**src/rtl/piso_tx.sv**
```systemverilog
`default_nettype none
// ============================================================================
// Module   : piso_tx
// Brief    : Parallel-in serial-out transmitter. It has a one-word hold buffer,
//            a per-bit valid strobe and optional idle gap between words.
// Revision : 1.0
// ============================================================================
module piso_tx #(
  parameter int WIDTH     = 8,
  parameter int LSB_FIRST = 1,
  parameter int GAP       = 0
) (
  input  logic             clk,
  input  logic             rst,
  input  logic             en_piso,
  input  logic [WIDTH-1:0] data_in,
  input  logic             load,
  output logic             ready,
  output logic             data_out,
  output logic             valid,
  output logic             word_done,
  output logic             busy
);

  localparam int c_CNT_W = $clog2(WIDTH);
  localparam int c_GAP_W = 4;

  typedef enum logic [1:0] {
    S_IDLE  = 2'd0,
    S_SHIFT = 2'd1,
    S_GAPW  = 2'd2
  } state_t;

  state_t               r_state;
  logic [WIDTH-1:0]     r_shift;
  logic [WIDTH-1:0]     r_hold;
  logic                 r_hfull;
  logic [c_CNT_W-1:0]   r_cnt;
  logic [c_GAP_W-1:0]   r_gcnt;
  logic                 r_ready;
  logic                 r_data_out;
  logic                 r_valid;
  logic                 r_word_done;

  logic                 w_hold_first;
  logic [WIDTH-1:0]     w_hold_rest;
  logic                 w_shift_bit;
  logic [WIDTH-1:0]     w_shift_rest;
  logic                 w_last;
  logic                 w_pre_last;
  logic                 w_gap_last;
  logic                 w_accept;
  logic                 w_consume;
  logic                 w_hfull_nxt;

  assign w_hold_first = (LSB_FIRST != 0) ? r_hold[0] : r_hold[WIDTH-1];
  assign w_hold_rest  = (LSB_FIRST != 0) ? (r_hold >> 1) : (r_hold << 1);
  assign w_shift_bit  = (LSB_FIRST != 0) ? r_shift[0] : r_shift[WIDTH-1];
  assign w_shift_rest = (LSB_FIRST != 0) ? (r_shift >> 1) : (r_shift << 1);

  assign w_last     = (r_cnt == c_CNT_W'(WIDTH - 1));
  assign w_pre_last = (r_cnt == c_CNT_W'(WIDTH - 2));
  assign w_gap_last = (r_gcnt == c_GAP_W'(GAP - 1));

  assign w_accept  = load & r_ready & en_piso;
  // The hold buffer drains into the shifter on exactly these edges.
  assign w_consume = r_hfull & ((r_state == S_IDLE) |
                                ((r_state == S_SHIFT) & w_last & (GAP == 0)) |
                                ((r_state == S_GAPW) & w_gap_last));
  assign w_hfull_nxt = w_accept | (r_hfull & ~w_consume);

  assign ready     = r_ready;
  assign data_out  = r_data_out;
  assign valid     = r_valid;
  assign word_done = r_word_done;
  assign busy      = (r_state != S_IDLE) | r_hfull;

  always_ff @(posedge clk or negedge rst) begin
    if (!rst) begin
      r_state     <= S_IDLE;
      r_shift     <= '0;
      r_hold      <= '0;
      r_hfull     <= 1'b0;
      r_cnt       <= '0;
      r_gcnt      <= '0;
      r_ready     <= 1'b0;
      r_data_out  <= 1'b0;
      r_valid     <= 1'b0;
      r_word_done <= 1'b0;
    end else if (!en_piso) begin
      r_state     <= S_IDLE;
      r_shift     <= '0;
      r_hold      <= '0;
      r_hfull     <= 1'b0;
      r_cnt       <= '0;
      r_gcnt      <= '0;
      r_ready     <= 1'b0;
      r_valid     <= 1'b0;
      r_word_done <= 1'b0;
    end else begin
      if (w_accept) begin
        r_hold <= data_in;
      end
      r_hfull     <= w_hfull_nxt;
      r_ready     <= ~w_hfull_nxt;
      r_word_done <= 1'b0;

      case (r_state)
        S_IDLE: begin
          r_valid <= 1'b0;
          if (r_hfull) begin
            r_shift    <= w_hold_rest;
            r_data_out <= w_hold_first;
            r_valid    <= 1'b1;
            r_cnt      <= '0;
            r_state    <= S_SHIFT;
          end
        end
        S_SHIFT: begin
          if (!w_last) begin
            r_shift     <= w_shift_rest;
            r_data_out  <= w_shift_bit;
            r_valid     <= 1'b1;
            r_cnt       <= r_cnt + 1'b1;
            r_word_done <= w_pre_last;
          end else if (GAP == 0 && r_hfull) begin
            r_shift    <= w_hold_rest;
            r_data_out <= w_hold_first;
            r_valid    <= 1'b1;
            r_cnt      <= '0;
          end else if (GAP > 0) begin
            r_valid <= 1'b0;
            r_gcnt  <= '0;
            r_state <= S_GAPW;
          end else begin
            r_valid <= 1'b0;
            r_state <= S_IDLE;
          end
        end
        S_GAPW: begin
          r_valid <= 1'b0;
          if (w_gap_last) begin
            if (r_hfull) begin
              r_shift    <= w_hold_rest;
              r_data_out <= w_hold_first;
              r_valid    <= 1'b1;
              r_cnt      <= '0;
              r_state    <= S_SHIFT;
            end else begin
              r_state <= S_IDLE;
            end
          end else begin
            r_gcnt <= r_gcnt + 1'b1;
          end
        end
        default: begin
          r_valid <= 1'b0;
          r_state <= S_IDLE;
        end
      endcase
    end
  end

endmodule
`default_nettype wire

```
**config.mk**
```make
export PLATFORM = sky130hd
export DESIGN_NAME = piso_tx
export DESIGN_NICKNAME = d
export VERILOG_FILES = /design/src/rtl/piso_tx.sv
export SDC_FILE = /design/constraint.sdc
export NUM_CORES = 1
export LEC_CHECK = 0
export ABC_AREA = 1
export CAP_MARGIN = 20
export CORE_UTILIZATION = 55
export CTS_CLUSTER_SIZE = 28
export DETAILED_ROUTE_END_ITERATION = 10
export PLACE_DENSITY = 0.81
export SYNTH_ARGS = -nofsm -noshare
export SYNTH_HDL_FRONTEND = slang
export SYNTH_SLANG_ARGS = --single-unit
```
**constraint.sdc**
```tcl
create_clock -name clk -period 4.07 [get_ports clk]
set_input_delay 0.407 -clock clk [delete_from_list [all_inputs] [get_ports clk]]
set_output_delay 0.407 -clock clk [all_outputs]
set_load 0.01 [all_outputs]
```
==> results.py <==
metrics = {
    "status": {
        "status": "finished, final reports clean",
    },
    "grt": {
        "grtUsageMet3_pct": 2.26,
        "track_usage_pct": 20.1,
        "grt-ovfl-total": 0,
        "grt_max_degree": 26,
        "grt_use_met1_pct": 28.7,
        "grtUsageMet2_pct": 33.2,
        "grt_pass1_vias": 759,
        "grt.busiest_layer": "met2",
        "antenna_found_initial": 0,
        "grt_pass1_wl_um": 3240,
    },
    "logic_synthesis": {
        "ys_warn_count": 0,
        "synthDistinctLibCells": 15,
        "synth-edff-count": 0,
        "synth_flop_cell": "dfrtp_1",
        "synthArstFlopShare_pct": 100,
        "synthesis.area_um2": 1140,
        "synthAdderAreaFrac_pct": 4.37,
        "ys_ff_latch": 25,
        "seq_area_frac_synth_pct": 54.6,
        "syn_avg_cell_area_um2": 8.61,
        "syn-num-nets": 149,
        "synth_top_family_by_area": "simple AND/OR/NAND/NOR gates",
        "muxShareOfSynthArea_pct": 0,
        "synth-simple-area-share_pct": 20.0,
        "synth_compound_area_share_pct": 12.6,
        "synthXorXnorAreaFrac_pct": 0,
        "synth_cells": 133,
    },
    "drt": {
        "vias": 904,
        "drtIter0Drc": 32,
        "drc": 0,
        "routed_via_density": 5.14,
        "ant_nets": 0,
        "routed_wl_um": 2060,
        "detail_route.wl_per_cell_um": 11.7,
        "firstDrtPassIters": 4,
    },
    "cts": {
        "root_buffer": "clkbuf_4",
        "ctsHoldBuffers": 0,
        "cts-buffers-inserted": 3,
        "cts_buffer_depth": 2,
        "cts.sinks": 25,
        "postCtsResizedCells": 0,
        "cts_setup_buffers": 0,
        "clk_latency_ps": 300,
        "clkTransAtPathRegs_ps": 120,
        "cts_tree": "done",
        "cts_max_level": 1,
    },
    "setup_path": {
        "cp.required_ps": 3660,
        "path_cells": "inv_2, nand2_1, clkdlybuf4s50_1",
        "worst-path-buf-inv": 2,
        "crit_path_max_incr_delay_ps": 480,
        "endpoint_kind": "output pin",
        "rrSetupSlack_ps": 2340,
        "worst_path_max_delay_cell": "clkdlybuf4s50_1",
        "reg2reg_depth": 7,
        "timing.rr.end": "r_cnt[0]$_DFFE_PN0P_",
        "setup.worst_path.start_class": "flop",
        "arrival_ps": 1580,
        "worst-path-max-fanout": 18,
        "worstSetupPathType": "flop to output pin",
        "cp_top_family": "buffers and inverters",
        "reg2reg_from": "r_cnt[0]$_DFFE_PN0P_",
    },
    "power": {
        "ir_drop_mv": 0.234,
        "power.density_nw_per_um2": 329,
        "p_leak_nw": 0.654,
    },
    "sta": {
        "fin_ws_ps": 2080,
        "drv_slew": 0,
        "period_share_pct": 48.8,
        "relSlewSlack_pct": 46.6,
        "finClkSkew_ps": 0.908,
        "finalCriticalPeriod_ps": 1990,
        "worst_slew_pin_slew_ps": 799,
        "finalHoldViolCount": 0,
        "fmax_mhz": 504,
        "setup_viol": 0,
        "tns_ps": 0,
        "rsz0062_at_grt": "no",
    },
    "place": {
        "dp_cells": 171,
        "place.gp.congestion": 0.833,
        "port_buffers": 16,
        "dp_slack_ps": 1980,
        "dp.final_hpwl_um": 1480,
    },
    "final_layout": {
        "fin_nets": 166,
        "antenna_cells": 0,
        "area.growth.synth_to_final_pct": 17.9,
        "fill_cells": 179,
        "drive_gt1_share_pct": 4.70,
        "final_common_cell": "dfrtp_1",
        "layout_common_cells": "dfrtp_1 (25), nand2_1 (23), nor2_1 (19)",
        "final_cells": 176,
    },
    "floorplanning": {
        "design.die.area_um2": 2270,
        "io_pins": 17,
        "core_um2": 1960,
        "die_height_um": 47.6,
        "start_util_pct": 58.4,
        "rows": 16,
        "fp.dieW_um": 47.6,
    },
    "min_path": {
        "min_path_type": "input pin to asynchronous set/reset pin",
    },
    "run": {
        "cap_violations": 0,
    },
}
-- stage by stage --
step	total power, mW	cell area (µm²)	utilization [%]	hold WS [ps]
6_report	0.445	1350	68.8	281
5_1_grt	0.469	1350	68.8	263
4_1_cts	0.444	1330	67.5	512
3_5_place_dp	0.342	1300	66.2	480
3_3_place_gp	0.339	1300	66.2	467
2_1_floorplan	0.314	1140	-	111
-- logic make-up (layout without fill, tap and decap cells) --
group                    Yosys count  in the layout
buffers and inverters             20             36
flip-flops                        25             25
adder cells (fa/ha/maj)            4              4
AO/OA/AOI/OAI                     28             28
AND/OR/NAND/NOR                   56             56
-- routing by layer --
metal / vias up / wire [µm]
met5: - / 0
li1: 458 / -
met4: 0 / 18
met1: 423 / 1010
met3: 4 / 56
met2: 19 / 977
-- worst max path at each step --
stage                                  to  cells past startpoint                  from  slack (ps)
finish                               busy                      3     r_hfull$_DFF_PN0_        2080
detailed placement  r_hold[6]$_DFFE_PN0P_                      4               en_piso        1980
global placement    r_hold[6]$_DFFE_PN0P_                      4               en_piso        2090
CTS                                  busy                      3     r_hfull$_DFF_PN0_        2080
global route                         busy                      3     r_hfull$_DFF_PN0_        2020
floorplan            data_out$_DFFE_PN0P_                      9  r_cnt[0]$_DFFE_PN0P_        2720
-- sequential cells by signal, indices dropped and copies added, names as in the netlist --
register   cells
r_hold         8
r_shift        8
r_hfull        1
data_out       1
r_cnt          3
ready          1
valid          1
r_state        1
word_done      1
-- final cells by class --
type / instances / area [µm²] / area share (%)
clock buffer: 4 / 26.3 / 1.95
sequential: 25 / 626 / 46.3
timing repair buffer: 17 / 185 / 13.7
tap: 27 / 33.8 / 2.50
multi-input combinational: 88 / 423 / 31.3
inverter: 15 / 56.3 / 4.17
-- synth_stat cells, types with 2 or more instances --
| library cell | n | area share, % |
|---|---|---|
| dfrtp_1 | 25 | 55 |
| nand2_1 | 23 | 7.5 |
| buf_6 | 2 | 2.0 |
| buf_2 | 2 | 0.87 |
| a21oi_1 | 3 | 1.3 |
| nand3_1 | 13 | 5.7 |
| o21ai_0 | 13 | 5.7 |
| nor2_1 | 19 | 6.2 |
| o21ai_1 | 11 | 4.8 |
| inv_1 | 14 | 4.6 |
| ha_1 | 4 | 4.4 |
-- worst register-to-register path: cells and delay by family (launching register included) --
kind                     cells  cell delay [ps]
AO/OA/AOI/OAI                1              120
buffers and inverters        2              370
AND/OR/NAND/NOR              2              340
flip-flops                   1              420
adder cells (fa/ha/maj)      2              420
-- power breakdown --
part / switching [mW] / internal [mW] / total (mW)
clock: 0.0666 / 0.0382 / 0.105
combinational: 0.0387 / 0.0304 / 0.0691
sequential: 0.00743 / 0.263 / 0.271
Power figures use the tool's default switching activity.
